**src/rtl/pwm_pkg.sv**
```systemverilog
// Shared types and defaults for the PWM line meter.
package pwm_pkg;

  typedef enum logic [1:0] {
    IDLE  = 2'd0,
    ARMED = 2'd1,
    HIGH  = 2'd2,
    LOW   = 2'd3
  } pwm_state_t;

  localparam int MEAS_W_DEF = 9;

endpackage

```
**src/rtl/pwm_meter_if.sv**
```systemverilog
// Line input, control and result handshake of the PWM meter.
interface pwm_meter_if
  import pwm_pkg::*;
#(
  parameter int MEAS_W = MEAS_W_DEF
);
  logic              io_in;
  logic              io_en;
  logic              io_clr;
  logic              io_ready;
  logic              io_valid;
  logic [MEAS_W-1:0] io_high;
  logic [MEAS_W-1:0] io_period;
  logic              io_stuck_hi;
  logic              io_stuck_lo;
  logic              io_overrun;

  modport master (
    output io_in, io_en, io_clr, io_ready,
    input  io_valid, io_high, io_period, io_stuck_hi, io_stuck_lo, io_overrun
  );

  modport slave (
    input  io_in, io_en, io_clr, io_ready,
    output io_valid, io_high, io_period, io_stuck_hi, io_stuck_lo, io_overrun
  );
endinterface

```
**src/rtl/pwm_edge_det.sv**
```systemverilog
// Registers the previous line level and flags rising/falling transitions.
module pwm_edge_det (
  input  logic clock,
  input  logic reset,
  input  logic d_in,
  output logic rise,
  output logic fall
);
  logic prev_q, prev_d;

  always_comb prev_d = d_in;

  always_ff @(posedge clock) begin
    if (reset) prev_q <= 1'b0;
    else       prev_q <= prev_d;
  end

  assign rise = d_in & ~prev_q;
  assign fall = ~d_in & prev_q;
endmodule

```
**src/rtl/pwm_meter.sv**
```systemverilog
// Measures high time and rise-to-rise period of a PWM line, one result per period
// over valid/ready, with sticky stuck-line and overrun flags.
module pwm_meter
  import pwm_pkg::*;
#(
  parameter int MEAS_W = MEAS_W_DEF
) (
  input  logic         clock,
  input  logic         reset,
  pwm_meter_if.slave   bus
);
  localparam logic [MEAS_W-1:0] MAX    = '1;
  localparam logic [MEAS_W-1:0] MAX_M1 = MAX - 1'b1;
  localparam logic [MEAS_W-1:0] ONE    = 1;

  pwm_state_t        state_q, state_d;
  logic [MEAS_W-1:0] hcnt_q, hcnt_d, lcnt_q, lcnt_d;
  logic [MEAS_W-1:0] high_q, high_d, period_q, period_d;
  logic              valid_q, valid_d;
  logic              stuck_hi_q, stuck_hi_d, stuck_lo_q, stuck_lo_d, overrun_q, overrun_d;
  logic              rise, fall, complete, set_hi, set_lo, set_ovr;
  logic [MEAS_W:0]   period_sum;
  logic [MEAS_W-1:0] period_sat;

  pwm_edge_det u_edge (
    .clock (clock),
    .reset (reset),
    .d_in  (bus.io_in),
    .rise  (rise),
    .fall  (fall)
  );

  // One extra bit catches high+low overflowing the result width.
  assign period_sum = {1'b0, hcnt_q} + {1'b0, lcnt_q};
  assign period_sat = period_sum[MEAS_W] ? MAX : period_sum[MEAS_W-1:0];

  always_comb begin
    state_d  = state_q;
    hcnt_d   = hcnt_q;
    lcnt_d   = lcnt_q;
    complete = 1'b0;
    set_hi   = 1'b0;
    set_lo   = 1'b0;
    if (!bus.io_en) begin
      state_d = IDLE;
    end else begin
      case (state_q)
        IDLE: begin
          state_d = ARMED;
          hcnt_d  = '0;
          lcnt_d  = '0;
        end
        ARMED: begin
          if (rise) begin
            state_d = HIGH;
            hcnt_d  = ONE;
          end else if (lcnt_q != MAX) begin
            lcnt_d = lcnt_q + 1'b1;
            set_lo = (lcnt_q == MAX_M1);
          end
        end
        HIGH: begin
          if (fall) begin
            state_d = LOW;
            lcnt_d  = ONE;
          end else if (hcnt_q == MAX_M1) begin
            hcnt_d  = MAX;
            lcnt_d  = '0;
            set_hi  = 1'b1;
            state_d = ARMED;
          end else begin
            hcnt_d = hcnt_q + 1'b1;
          end
        end
        LOW: begin
          if (rise) begin
            complete = 1'b1;
            state_d  = HIGH;
            hcnt_d   = ONE;
          end else if (lcnt_q == MAX_M1) begin
            lcnt_d  = MAX;
            set_lo  = 1'b1;
            state_d = ARMED;
          end else begin
            lcnt_d = lcnt_q + 1'b1;
          end
        end
        default: state_d = IDLE;
      endcase
    end
  end

  // A completion that lands on a handshake cycle reloads instead of dropping.
  always_comb begin
    valid_d  = valid_q;
    high_d   = high_q;
    period_d = period_q;
    set_ovr  = 1'b0;
    if (complete && valid_q && !bus.io_ready) begin
      set_ovr = 1'b1;
    end else if (complete) begin
      valid_d  = 1'b1;
      high_d   = hcnt_q;
      period_d = period_sat;
    end else if (valid_q && bus.io_ready) begin
      valid_d = 1'b0;
    end
    stuck_hi_d = (stuck_hi_q & ~bus.io_clr) | set_hi;
    stuck_lo_d = (stuck_lo_q & ~bus.io_clr) | set_lo;
    overrun_d  = (overrun_q  & ~bus.io_clr) | set_ovr;
  end

  always_ff @(posedge clock) begin
    if (reset) begin
      state_q    <= IDLE;
      hcnt_q     <= '0;
      lcnt_q     <= '0;
      valid_q    <= 1'b0;
      high_q     <= '0;
      period_q   <= '0;
      stuck_hi_q <= 1'b0;
      stuck_lo_q <= 1'b0;
      overrun_q  <= 1'b0;
    end else begin
      state_q    <= state_d;
      hcnt_q     <= hcnt_d;
      lcnt_q     <= lcnt_d;
      valid_q    <= valid_d;
      high_q     <= high_d;
      period_q   <= period_d;
      stuck_hi_q <= stuck_hi_d;
      stuck_lo_q <= stuck_lo_d;
      overrun_q  <= overrun_d;
    end
  end

  assign bus.io_valid    = valid_q;
  assign bus.io_high     = high_q;
  assign bus.io_period   = period_q;
  assign bus.io_stuck_hi = stuck_hi_q;
  assign bus.io_stuck_lo = stuck_lo_q;
  assign bus.io_overrun  = overrun_q;
endmodule

```
**src/flat_wrapper.sv**
```systemverilog
// flat-port wrapper written by rule: the top's interface ports become plain ports
module pwm_meter_flat import pwm_pkg::*;
#(
  parameter int MEAS_W = MEAS_W_DEF
)
  (clock, reset, bus_io_in, bus_io_en, bus_io_clr, bus_io_ready, bus_io_valid, bus_io_high, bus_io_period, bus_io_stuck_hi, bus_io_stuck_lo, bus_io_overrun);
  pwm_meter_if #(.MEAS_W(MEAS_W)) bus_i ();
  input  logic clock;
  input  logic reset;
  input wire logic [$bits(bus_i.io_in)-1:0] bus_io_in;
  input wire logic [$bits(bus_i.io_en)-1:0] bus_io_en;
  input wire logic [$bits(bus_i.io_clr)-1:0] bus_io_clr;
  input wire logic [$bits(bus_i.io_ready)-1:0] bus_io_ready;
  output wire logic [$bits(bus_i.io_valid)-1:0] bus_io_valid;
  output wire logic [$bits(bus_i.io_high)-1:0] bus_io_high;
  output wire logic [$bits(bus_i.io_period)-1:0] bus_io_period;
  output wire logic [$bits(bus_i.io_stuck_hi)-1:0] bus_io_stuck_hi;
  output wire logic [$bits(bus_i.io_stuck_lo)-1:0] bus_io_stuck_lo;
  output wire logic [$bits(bus_i.io_overrun)-1:0] bus_io_overrun;
  assign bus_i.io_in = bus_io_in;
  assign bus_i.io_en = bus_io_en;
  assign bus_i.io_clr = bus_io_clr;
  assign bus_i.io_ready = bus_io_ready;
  assign bus_io_valid = bus_i.io_valid;
  assign bus_io_high = bus_i.io_high;
  assign bus_io_period = bus_i.io_period;
  assign bus_io_stuck_hi = bus_i.io_stuck_hi;
  assign bus_io_stuck_lo = bus_i.io_stuck_lo;
  assign bus_io_overrun = bus_i.io_overrun;
  pwm_meter #(.MEAS_W(MEAS_W)) u_core (.clock(clock), .reset(reset), .bus(bus_i));
endmodule
```
**config.mk**
```make
export PLATFORM = sky130hd
export DESIGN_NAME = pwm_meter_flat
export DESIGN_NICKNAME = d
export VERILOG_FILES = /design/src/rtl/pwm_pkg.sv /design/src/rtl/pwm_meter_if.sv /design/src/rtl/pwm_edge_det.sv /design/src/rtl/pwm_meter.sv /design/src/flat_wrapper.sv
export SDC_FILE = /design/constraint.sdc
export NUM_CORES = 1
export LEC_CHECK = 0
export ABC_AREA = 1
export BUFFER_PORTS_ARGS = -buffer_cell sky130_fd_sc_hd__buf_4
export CAP_MARGIN = 5
export CORE_MARGIN = 10
export CORE_UTILIZATION = 25
export CTS_CLUSTER_SIZE = 10
export DETAILED_ROUTE_END_ITERATION = 10
export PLACE_DENSITY_LB_ADDON = 0.3
export SLEW_MARGIN = 20
export SYNTH_ARGS = -nofsm -noshare
export SYNTH_HDL_FRONTEND = slang
export SYNTH_HIERARCHICAL = 1
export SYNTH_SLANG_ARGS = --single-unit
```
**constraint.sdc**
```tcl
create_clock -name clock -period 3 [get_ports clock]
set_clock_uncertainty 0.2 [all_clocks]
set_input_delay 0.6 -clock clock [delete_from_list [all_inputs] [get_ports clock]]
set_output_delay 0.6 -clock clock [all_outputs]
set_load 0.02 [all_outputs]
```
==> reports/results.ini, run 1 <==
[run_status]
status = finished, final reports clean

[logic_synthesis]
synth-main-ff-cell = dfxtp_1
syn-num-nets = 394
synth_top_area_share_pct = 34.1
syn_area_per_cell_sq_um = 6.76
synth_area_leaders = dfxtp_1 34%, nand2_1 15%, inv_1 7.0%
syn_inst = 373
ys_top_cells_by_count = 100 x nand2_1, 47 x inv_1, 43 x dfxtp_1
yosys.area.top_type = dfxtp_1
ys_ff_latch = 43
synthesis.area_sq_mm = 0.00252
synthArstFlopShare_pct = 0
synth_edf_count = 0
yosys_warnings = 6
synth.most_common_cell = nand2_1
synth.yosys.seq_area_share_pct = 34.1
synth_cell_types = 30

[pwr]
comb_power_share_pct = 5.1
switchingPower_mw = 0.246
pwr-share-clk_pct = 39.6
swShare_pct = 23.6
leakagePower_nw = 1.37
power_density_mw_per_mm2 = 354
p_total_mw = 1.05
intPower_mw = 0.799
seq_power_share_pct = 55.3
vdd_drop_max_mv = 0.156

[placed_design]
place_ws_ns = 0.691
port_buffers = 27
dpl.hpwl_mm = 4.78
dp_cells = 526
gp_congestion = 0.834

[clock_tree]
cts_num_sinks = 43
cts_tree = built
post_cts_resized = 0
hold_buffers = 0
clk_latency_ns = 0.30
root_buffer = clkbuf_8
cts.path.max_buffers = 2
cts_buffers = 5
clk_pin_slew_worst_paths_ns = 0.09
cts_setup_buffers = 0
h-tree-depth = 2

[global_route]
grt-ovfl-total = 0
grt_max_degree = 23
grt_usage_pct = 8.84
grt_pass1_vias = 2218
grt_pass1_wl_mm = 10.6
antenna_found_initial = 0

[die]
dieArea_sq_mm = 0.0145
initial_core_util_pct = 25.7
die_x_um = 120
rows = 36
io_pins = 28
coreArea_sq_mm = 0.00982
fp.dieH_um = 120

[worst_hold_path]
hold_class = reg -> reg

[layout]
syn2layout_area_growth_pct = 17.3
n_fill_cell = 1110
n_antenna_cell = 0
utilization_pct = 30.1
finish.net_count = 421
drive_above_1_share_pct = 13.2
multi_input_area_sq_mm = 0.00143
final_cells = 534
layout.area.seq_sq_um = 861

[sta]
finalCritPeriodShare_pct = 77.6
tightest_slew_ns = 0.591
min_period_ns = 2.33
slew_headroom_pct = 60.6
setup_slack_ns = 0.672
slew_viol_final = 0
finalHoldViolations = 0
setup_viol = 0
fmax_mhz = 430
rsz0062_at_grt = no
timing.setup.tns_ns = 0

[worst_setup_path]
worst_setup_path_start_kind = flop
crit_path_max_fanout = 11
required_ns = 2.98
path_class = reg -> reg
critPathArrivalTime_ns = 2.30
cp-end-kind = flop
regToRegSetupSlack_ns = 0.67

[detailed_routing]
ant_nets = 0
viasPerCell = 4.41
drtPass1Iterations = 4
drt_wl_total_mm = 6.27
drt_iter0_drc = 160
vias = 2353
drt_drc_violations_left = 0
post_drt_wl_per_cell_um = 11.7

[job]
maxCapViolations = 0

-- path summary, 6_finish.rpt --
path / from / end / cells past startpoint
worst min register to register: u_core/bus.io_stuck_hi$_SDFF_PP0_ / u_core/bus.io_stuck_hi$_SDFF_PP0_ / 2
worst max-delay path: u_core/lcnt_q[0]$_SDFFE_PP0P_ / u_core/lcnt_q[4]$_SDFFE_PP0P_ / 13
worst max register to register: u_core/lcnt_q[0]$_SDFFE_PP0P_ / u_core/lcnt_q[4]$_SDFFE_PP0P_ / 13
worst min-delay path: u_core/bus.io_stuck_hi$_SDFF_PP0_ / u_core/bus.io_stuck_hi$_SDFF_PP0_ / 2
-- per-layer routing --
layer	up-vias	wire, um	GRT usage (%)
li1	1244	-	-
met1	1055	3160	11.7
met2	45	2700	13.2
met3	9	335	2.61
met4	0	79	3.39
met5	-	0	0
-- power groups by stage --
stage | combinational (mW) | clock, mW | sequential, mW
global route | 0.0596 | 0.459 | 0.579
floorplan | 0.0373 | 0 | 0.591
finish | 0.0530 | 0.414 | 0.579
detailed placement | 0.0533 | 0 | 0.592
CTS | 0.0535 | 0.435 | 0.579
global placement | 0.0526 | 0 | 0.592
-- logic make-up (layout without fill, tap and decap cells) --
kind of cell	after synthesis	in the layout	synth area share, %
AOI/OAI and AO/OA	62	62	12.8
xor gates and xnor gates	9	9	3.13
adders and majority gates	15	15	7.74
buffers and inverters	58	86	9.08
DFF	43	43	34.1
and+or+nand+nor	186	186	33.1
-- cell usage in the layout (no fill, tap or decap), drive strengths merged --
master	instances
o31ai	1
inv	50
xnor2	5
dfxtp	43
a21oi	36
nor3	1
clkinvlp	1
o41ai	1
clkinv	1
nor2	42
nand4	2
buf	27
nand3b	7
nand2	106
nand3	28
xor2	4
o21bai	1
fa	1
ha	14
clkbuf	7
o21ai	23
-- worst max-delay path: stages (launching register included) --
cell     delay, ns
dfxtp_1       0.48
ha_1          0.23
inv_1         0.05
nor2_1        0.22
inv_1         0.08
nor3_1        0.14
ha_1          0.17
inv_1         0.04
nor2_1        0.11
a21oi_1       0.11
nand2_4       0.19
nor2_8        0.07
nand2_1       0.07
a21oi_1       0.05
-- per-stage QoR --
step,hold slack (ns),instance area (sq um)
detailed placement,0.267,2850
global placement,0.259,2850
CTS,0.282,2960
global route,0.309,2960
finish,0.273,2960
floorplan,0.274,2520
-- sequential cells by signal, summed over array words and instances (netlist names) --
register                count
u_core/bus.io_stuck_hi      1
u_core/state_q              2
u_core/bus.io_overrun       1
u_core/bus.io_stuck_lo      1
u_core/hcnt_q               9
u_core/bus.io_period        9
u_core/bus.io_high          9
u_core/bus.io_valid         1
u_core/lcnt_q               9
u_core/u_edge/prev_q        1
-- final cells by class --
cell class	instances	area share, %
inverters	51	6.51
flip-flops and latches	43	29.1
clock buffers	7	3.26
clock inverters	1	0.254
multi-input cells	272	48.4
well taps	133	5.63
repair buffers	27	6.85
(Power assumes the default switching activity.)
==> run 2: changes to the inputs <==
Clock period 3 ns to 1.95 ns, I/O delays scaled along.
==> reports/results.ini, run 2 (synthesized netlist as in run 1, its figures left out) <==
[pwr]
leakagePower_nw = 1.51  ; was 1.37 nW
vdd_drop_max_mv = 0.338  ; was 0.156 mV
power_density_mw_per_mm2 = 517  ; was 354 mW/mm^2

[sta]
slew_headroom_pct = 74.1  ; was 60.6%
setup_viol = 4  ; was 0
slew_viol_final = 0  ; unchanged
fmax_mhz = 512  ; was 430 MHz
setup_slack_ns = -0.00398  ; was 0.672 ns
finalCritPeriodShare_pct = 100  ; was 77.6%
timing.setup.tns_ns = -0.00859  ; was 0 ns
min_period_ns = 1.95  ; was 2.33 ns
finalHoldViolations = 0  ; unchanged
rsz0062_at_grt = yes  ; was no
tightest_slew_ns = 0.389  ; was 0.591 ns

[placed_design]
dpl.hpwl_mm = 5.01  ; was 4.78 mm
place_ws_ns = -0.0268  ; was 0.691 ns
port_buffers = 27  ; unchanged
gp_congestion = 0.811  ; was 0.834
dp_cells = 545  ; was 526

[worst_setup_path]
worst_setup_path_start_kind = flop  ; unchanged
cp-end-kind = flop  ; unchanged
required_ns = 1.94  ; was 2.98 ns
cp.depth = 13  ; unchanged
path_delay_family = simple AND/OR/NAND/NOR gates  ; unchanged
path_class = reg -> reg  ; unchanged
critical_path.slowest_cell = dfxtp_4  ; was dfxtp_1
rr_worst_depth = 13  ; unchanged
cpPeakStageDelay_ns = 0.37  ; was 0.48 ns
crit_path_max_fanout = 8  ; was 11
crit_chain = ha_4 > inv_4 > nor2_4 > inv_2 > nor3_2 > ha_2 > inv_2 > nor2_4 > a21oi_4 > nand2_4 > nor2_8 > nand2_1 > a21oi_2  ; was ha_1 > inv_1 > nor2_1 > inv_1 > nor3_1 > ha_1 > inv_1 > nor2_1 > a21oi_1 > nand2_4 > nor2_8 > nand2_1 > a21oi_1
critPathArrivalTime_ns = 1.94  ; was 2.30 ns
path_buf_inv = 3  ; unchanged

[layout]
finish.net_count = 445  ; was 421
n_fill_cell = 1088  ; was 1110
final_cell_mix = 95 x nand2_1, 49 x buf_4, 43 x inv_1, 39 x dfxtp_1, 33 x nor2_1  ; was 100 x nand2_1, 47 x inv_1, 43 x dfxtp_1, 36 x nor2_1, 35 x a21oi_1
multi_input_area_sq_mm = 0.00157  ; was 0.00143 sq mm
syn2layout_area_growth_pct = 30.8  ; was 17.3%
n_antenna_cell = 0  ; unchanged
final_cells = 558  ; was 534
drive_above_1_share_pct = 24.9  ; was 13.2%
final_common_cell = nand2_1  ; unchanged
layout.area.seq_sq_um = 871  ; was 861 sq um

[worst_hold_path]
min_path_cells = 3  ; was 2
hold_class = in -> reg  ; was reg -> reg

[global_route]
grt_usage_pct = 9.27  ; was 8.84%
use_met2_pct = 14.1  ; was 13.2%
busiest_layer = met2  ; unchanged
grt_pass1_vias = 2239  ; was 2218
grt_pass1_wl_mm = 11.1  ; was 10.6 mm
globalRouteMet3Util_pct = 2.79  ; was 2.61%
antenna_found_initial = 0  ; unchanged
grt_max_degree = 23  ; unchanged
grt_use_met1_pct = 12.4  ; was 11.7%
grt-ovfl-total = 0  ; unchanged

[detailed_routing]
drt_wl_total_mm = 6.70  ; was 6.27 mm
vias = 2425  ; was 2353
viasPerCell = 4.35  ; was 4.41
post_drt_wl_per_cell_um = 12.0  ; was 11.7 um
drt_drc_violations_left = 0  ; unchanged
ant_nets = 0  ; unchanged
drtPass1Iterations = 5  ; was 4
drt_iter0_drc = 120  ; was 160

[clock_tree]
clk_latency_ns = 0.30  ; about the same
clk_pin_slew_worst_paths_ns = 0.09  ; about the same
root_buffer = clkbuf_8  ; unchanged
cts_buffers = 5  ; unchanged
cts_num_sinks = 43  ; unchanged
h-tree-depth = 2  ; unchanged
cts_tree = built  ; unchanged
cts.path.max_buffers = 2  ; unchanged

[die]
rows = 36  ; unchanged
initial_core_util_pct = 25.7  ; unchanged
die_x_um = 120  ; unchanged
io_pins = 28  ; unchanged
fp.dieH_um = 120  ; unchanged
coreArea_sq_mm = 0.00982  ; unchanged
dieArea_sq_mm = 0.0145  ; unchanged

[run_status]
violations = negative setup slack
status = complete, but fails checks  ; was finished, final reports clean

[job]
maxCapViolations = 0  ; unchanged

## run 2: cell types whose count changed in the layout (fill, tap and decap cells not counted), sizes merged
cell	delta
buf	+23
bufinv	+1
clkbuf	-2
clkinv	+2
clkinvlp	-1
nand2	+1
## run 2: cell type report
| cell class | instances | share of cell area [%] |
|---|---|---|
| Clock buffer | 5 | 2.09 |
| Inverter | 51 | 5.92 |
| Timing Repair Buffer | 50 | 11.5 |
| Multi-Input combinational cell | 273 | 47.7 |
| Sequential cell | 43 | 26.4 |
| Clock inverter | 3 | 1.33 |
| Tap cell | 133 | 5.05 |
## run 2: worst paths after layout
| kind | startpoint | slack (ns) | end |
|---|---|---|---|
| min reg2reg | u_core/bus.io_stuck_hi$_SDFF_PP0_ | 0.27 | u_core/bus.io_stuck_hi$_SDFF_PP0_ |
| min | bus_io_in | 0.11 | u_core/u_edge/prev_q$_SDFF_PP0_ |
| max | u_core/lcnt_q[1]$_SDFFE_PP0P_ | -0.004 | u_core/lcnt_q[3]$_SDFFE_PP0P_ |
| max reg2reg | u_core/lcnt_q[1]$_SDFFE_PP0P_ | -0.004 | u_core/lcnt_q[3]$_SDFFE_PP0P_ |
## run 2: repair_timing
item                                    in CTS  in global routing
pin swaps                                    7                 10
endpoints found under the setup margin       9                 19
cloned                                       1                  0
buffers inserted                             3                  1
hold buffers                                 0                  0
resized for setup                            9                 24
## run 2: power breakdown
part,leakage (nW),internal [mW],switching (mW)
clock,0.0581,0.382,0.333
combinational,1.11,0.0342,0.0667
sequential,0.350,0.881,0.00618
total,1.51,1.30,0.406
## run 2: worst reg2reg max path, delay by kind of cell (launching register included)
kind,cells,cell delay (ns)
fa+ha+maj,2,0.36
buf+inv,3,0.12
flops,1,0.37
compound gates,2,0.13
simple gates,6,0.66
## run 2: stage by stage
step / hold slack (ns) / util [%] / cell area (sq um) / total power [mW]
2_1_floorplan: 0.262 / - / 2550 / 0.968
3_3_place_gp: 0.260 / 30.8 / 3020 / 0.998
3_5_place_dp: 0.262 / 30.8 / 3020 / 0.999
4_1_cts: 0.108 / 32.5 / 3190 / 1.71
5_1_grt: 0.148 / 33.6 / 3300 / 1.77
6_report: 0.115 / 33.6 / 3300 / 1.70
## run 2: layer usage
metal / routed length, um / share of wire [%] / vias to the layer above
met5: 0 / 0 / -
met4: 51 / 0.76 / 0
met3: 479 / 7.2 / 4
met2: 2860 / 43 / 55
met1: 3300 / 49 / 1074
li1: - / - / 1292
==> run 3: changes to the inputs <==
Settings changed: ABC_AREA 1 to unset.
==> reports/results.ini, run 3 <==
[sta]
slew_viol_final = 0  ; unchanged
hold_ws_ns = 0.126  ; was 0.115 ns
tightest_slew_ns = 0.442  ; was 0.389 ns
rsz0062_at_grt = yes  ; unchanged
slew_headroom_pct = 70.5  ; was 74.1%
timing.setup.tns_ns = -0.173  ; was -0.00859 ns
setup_slack_ns = -0.0486  ; was -0.00398 ns
setup_viol = 5  ; was 4
finalCritPeriodShare_pct = 102  ; was 100%
fmax_mhz = 500  ; was 512 MHz
min_period_ns = 2.00  ; was 1.95 ns
finalHoldViolations = 0  ; unchanged

[pwr]
comb_power_share_pct = 8.2  ; was 5.9%
intPower_mw = 1.33  ; was 1.30 mW
pwr-share-clk_pct = 40.7  ; was 42.0%
seq_power_share_pct = 51.0  ; was 52.1%
power_density_mw_per_mm2 = 492  ; was 517 mW/mm^2
vdd_drop_max_mv = 0.221  ; was 0.338 mV
switchingPower_mw = 0.414  ; was 0.406 mW
leakagePower_nw = 1.45  ; was 1.51 nW
swShare_pct = 23.8  ; was 23.9%

[die]
rows = 36  ; unchanged
io_pins = 28  ; unchanged
coreArea_sq_mm = 0.00973  ; was 0.00982 sq mm
initial_core_util_pct = 25.6  ; was 25.7%
die_x_um = 120  ; about the same
fp.dieH_um = 120  ; about the same
dieArea_sq_mm = 0.0143  ; was 0.0145 sq mm

[worst_setup_path]
cpPeakStageDelay_ns = 0.37  ; about the same
path_buf_inv = 1  ; was 3
crit_top_cell = ha_4
worst_setup_path_start_kind = flop  ; unchanged
cp-end-kind = flop  ; unchanged
crit_path_max_fanout = 9  ; was 8
critical_path.slowest_cell = dfxtp_4  ; unchanged
critPathArrivalTime_ns = 2.01  ; was 1.94 ns
path_delay_family = simple AND/OR/NAND/NOR gates  ; unchanged
required_ns = 1.96  ; was 1.94 ns
cp.depth = 10  ; was 13
path_class = reg -> reg  ; unchanged
crit_chain = ha_4 > nand3_4 > nor2_4 > ha_4 > and2b_1 > o21ai_2 > and3_4 > buf_12 > a21oi_1 > a211oi_2  ; was ha_4 > inv_4 > nor2_4 > inv_2 > nor3_2 > ha_2 > inv_2 > nor2_4 > a21oi_4 > nand2_4 > nor2_8 > nand2_1 > a21oi_2
rr_worst_depth = 10  ; was 13

[logic_synthesis]
syn_inst = 304  ; was 373
synth_edf_count = 0  ; unchanged
synth_cell_types = 52  ; was 30
yosys.area.top_type = dfxtp_1  ; unchanged
synthArstFlopShare_pct = 0  ; unchanged
syn_area_per_cell_sq_um = 8.18  ; was 6.76 sq um
ys_top_cells_by_count = 43 x dfxtp_1, 39 x a21oi_1, 33 x nand2_1  ; was 100 x nand2_1, 47 x inv_1, 43 x dfxtp_1
synth_area_leaders = dfxtp_1 35%, a21oi_1 7.8%, ha_1 7.0%  ; was dfxtp_1 34%, nand2_1 15%, inv_1 7.0%
synth.yosys.seq_area_share_pct = 34.6  ; was 34.1%
ys_ff_latch = 43  ; unchanged
yosys_warnings = 6  ; unchanged
syn-num-nets = 325  ; was 394
synth_top_area_share_pct = 34.6  ; was 34.1%
synth-main-ff-cell = dfxtp_1  ; unchanged
synth.most_common_cell = dfxtp_1  ; was nand2_1
synthesis.area_sq_mm = 0.00249  ; was 0.00252 sq mm

[layout]
final_cells = 519  ; was 558
fin_area_sq_mm = 0.00354  ; was 0.00330 sq mm
utilization_pct = 36.4  ; was 33.6%
multi_input_area_sq_mm = 0.00161  ; was 0.00157 sq mm
layout.area.seq_sq_um = 885  ; was 871 sq um
n_fill_cell = 1041  ; was 1088
final_cell_mix = 83 x buf_4, 33 x nand2_1, 32 x a21oi_1, 30 x dfxtp_1, 29 x o21ai_0  ; was 95 x nand2_1, 49 x buf_4, 43 x inv_1, 39 x dfxtp_1, 33 x nor2_1
finish.net_count = 406  ; was 445
n_antenna_cell = 0  ; unchanged
final_common_cell = buf_4  ; was nand2_1
syn2layout_area_growth_pct = 42.4  ; was 30.8%
drive_above_1_share_pct = 37.8  ; was 24.9%

[detailed_routing]
viasPerCell = 4.80  ; was 4.35
drt_wl_total_mm = 6.99  ; was 6.70 mm
ant_nets = 0  ; unchanged
wl_met3_um = 292  ; was 479 um
drt_drc_violations_left = 0  ; unchanged
routed.top_layer = met4  ; unchanged
wl_met1_mm = 3.29  ; was 3.30 mm
drtPass1Iterations = 4  ; was 5
post_drt_wl_per_cell_um = 13.5  ; was 12.0 um
vias = 2490  ; was 2425
route.met2.wl_mm = 3.35  ; was 2.86 mm
drt_iter0_drc = 93  ; was 120

[job]
maxCapViolations = 0  ; unchanged

[clock_tree]
cts_tree = built  ; unchanged
cts.path.max_buffers = 2  ; unchanged
root_buffer = clkbuf_8  ; unchanged
hold_buffers = 0  ; unchanged
cts_buffers = 5  ; unchanged
clk_pin_slew_worst_paths_ns = 0.09  ; about the same
cts_num_sinks = 43  ; unchanged
clk_latency_ns = 0.30  ; about the same
h-tree-depth = 2  ; unchanged

[global_route]
antenna_found_initial = 0  ; unchanged
grt_usage_pct = 9.56  ; was 9.27%
grt_pass1_wl_mm = 11.6  ; was 11.1 mm
grt_pass1_vias = 2446  ; was 2239
grt-ovfl-total = 0  ; unchanged
grt_max_degree = 28  ; was 23

[placed_design]
dpl.hpwl_mm = 5.18  ; was 5.01 mm
port_buffers = 27  ; unchanged
gp_congestion = 0.845  ; was 0.811
dp_cells = 501  ; was 545
place_area_sq_mm = 0.00322  ; was 0.00302 sq mm

[run_status]
violations = negative setup slack  ; unchanged
status = complete, but fails checks  ; unchanged

[worst_hold_path]
min_path_cells = 2  ; was 3
hold_class = in -> reg  ; unchanged

==> run 3: cell types whose count changed after synthesis, sizes merged, moves of 6 or more <==
cell	before	now
nand2	106	34
inv	50	14
nand3	28	7
nor2	42	24
o21ai	23	34
a31oi	0	7
buf	3	10
nand3b	7	0
nor2b	0	7
nand2b	0	6
nand4	2	8
==> run 3: worst reg2reg max path: cells and delay by family (launching register included) <==
family	cells	cell delay (ns)
AND/OR/NAND/NOR	4	0.52
buffers and inverters	1	0.13
adder cells (fa/ha/maj)	2	0.32
AO/OA/AOI/OAI	3	0.40
flip-flops	1	0.37
==> run 3: per-stage QoR <==
stage	power, mW	setup slack [ns]
after floorplan	0.994	-0.0209
final	1.74	-0.0486
after global placement	1.04	-0.0722
after CTS	1.76	-0.0422
after detailed placement	1.04	-0.0873
after global routing	1.83	-0.157
==> run 3: path summary, 6_finish.rpt <==
path | startpoint | end | slack [ns]
worst max-delay path | u_core/lcnt_q[0]$_SDFFE_PP0P_ | u_core/lcnt_q[7]$_SDFFE_PP0P_ | -0.05
worst min-delay path | reset | u_core/lcnt_q[6]$_SDFFE_PP0P_ | 0.13
worst max register to register | u_core/lcnt_q[0]$_SDFFE_PP0P_ | u_core/lcnt_q[7]$_SDFFE_PP0P_ | -0.05
worst min register to register | u_core/bus.io_high[5]$_SDFFE_PP0P_ | u_core/bus.io_high[5]$_SDFFE_PP0P_ | 0.26
==> run 3: kinds of logic after synthesis <==
logic type	Yosys count	synth area share, %
DFF	43	34.6
AOI/OAI and AO/OA	107	27.8
xor gates and xnor gates	5	1.76
buffers and inverters	29	6.04
muxes	1	0.402
and+or+nand+nor	104	21.5
adders and majority gates	15	7.85
==> run 3: power groups by stage <==
stage	combinational [mW]	sequential (mW)	clock, mW
floorplan	0.0834	0.911	0
global placement	0.125	0.911	0
detailed placement	0.125	0.911	0
CTS	0.132	0.891	0.736
global route	0.159	0.891	0.776
finish	0.144	0.889	0.710
==> run 3: area by class of cell <==
| type | instances | share of cell area (%) |
|---|---|---|
| Multi-Input combinational cell | 232 | 45.4 |
| Sequential cell | 43 | 25.0 |
| Timing Repair Buffer | 89 | 20.2 |
| Tap cell | 133 | 4.70 |
| Clock buffer | 5 | 1.94 |
| Inverter | 14 | 1.48 |
| Clock inverter | 3 | 1.24 |
==> run 3: repair_timing <==
action,CTS,global route
gates resized for setup,13,21
endpoints found under the hold margin,0,0
endpoints found under the setup margin,13,18
setup buffers,4,5
pin swaps,2,9
cloned,0,1
==> run 3: routing by layer <==
metal	track usage, %	vias to the layer above
met1	12.4	1176
li1	-	1259
met4	2.49	0
met5	0	-
met2	15.5	49
met3	2.25	6
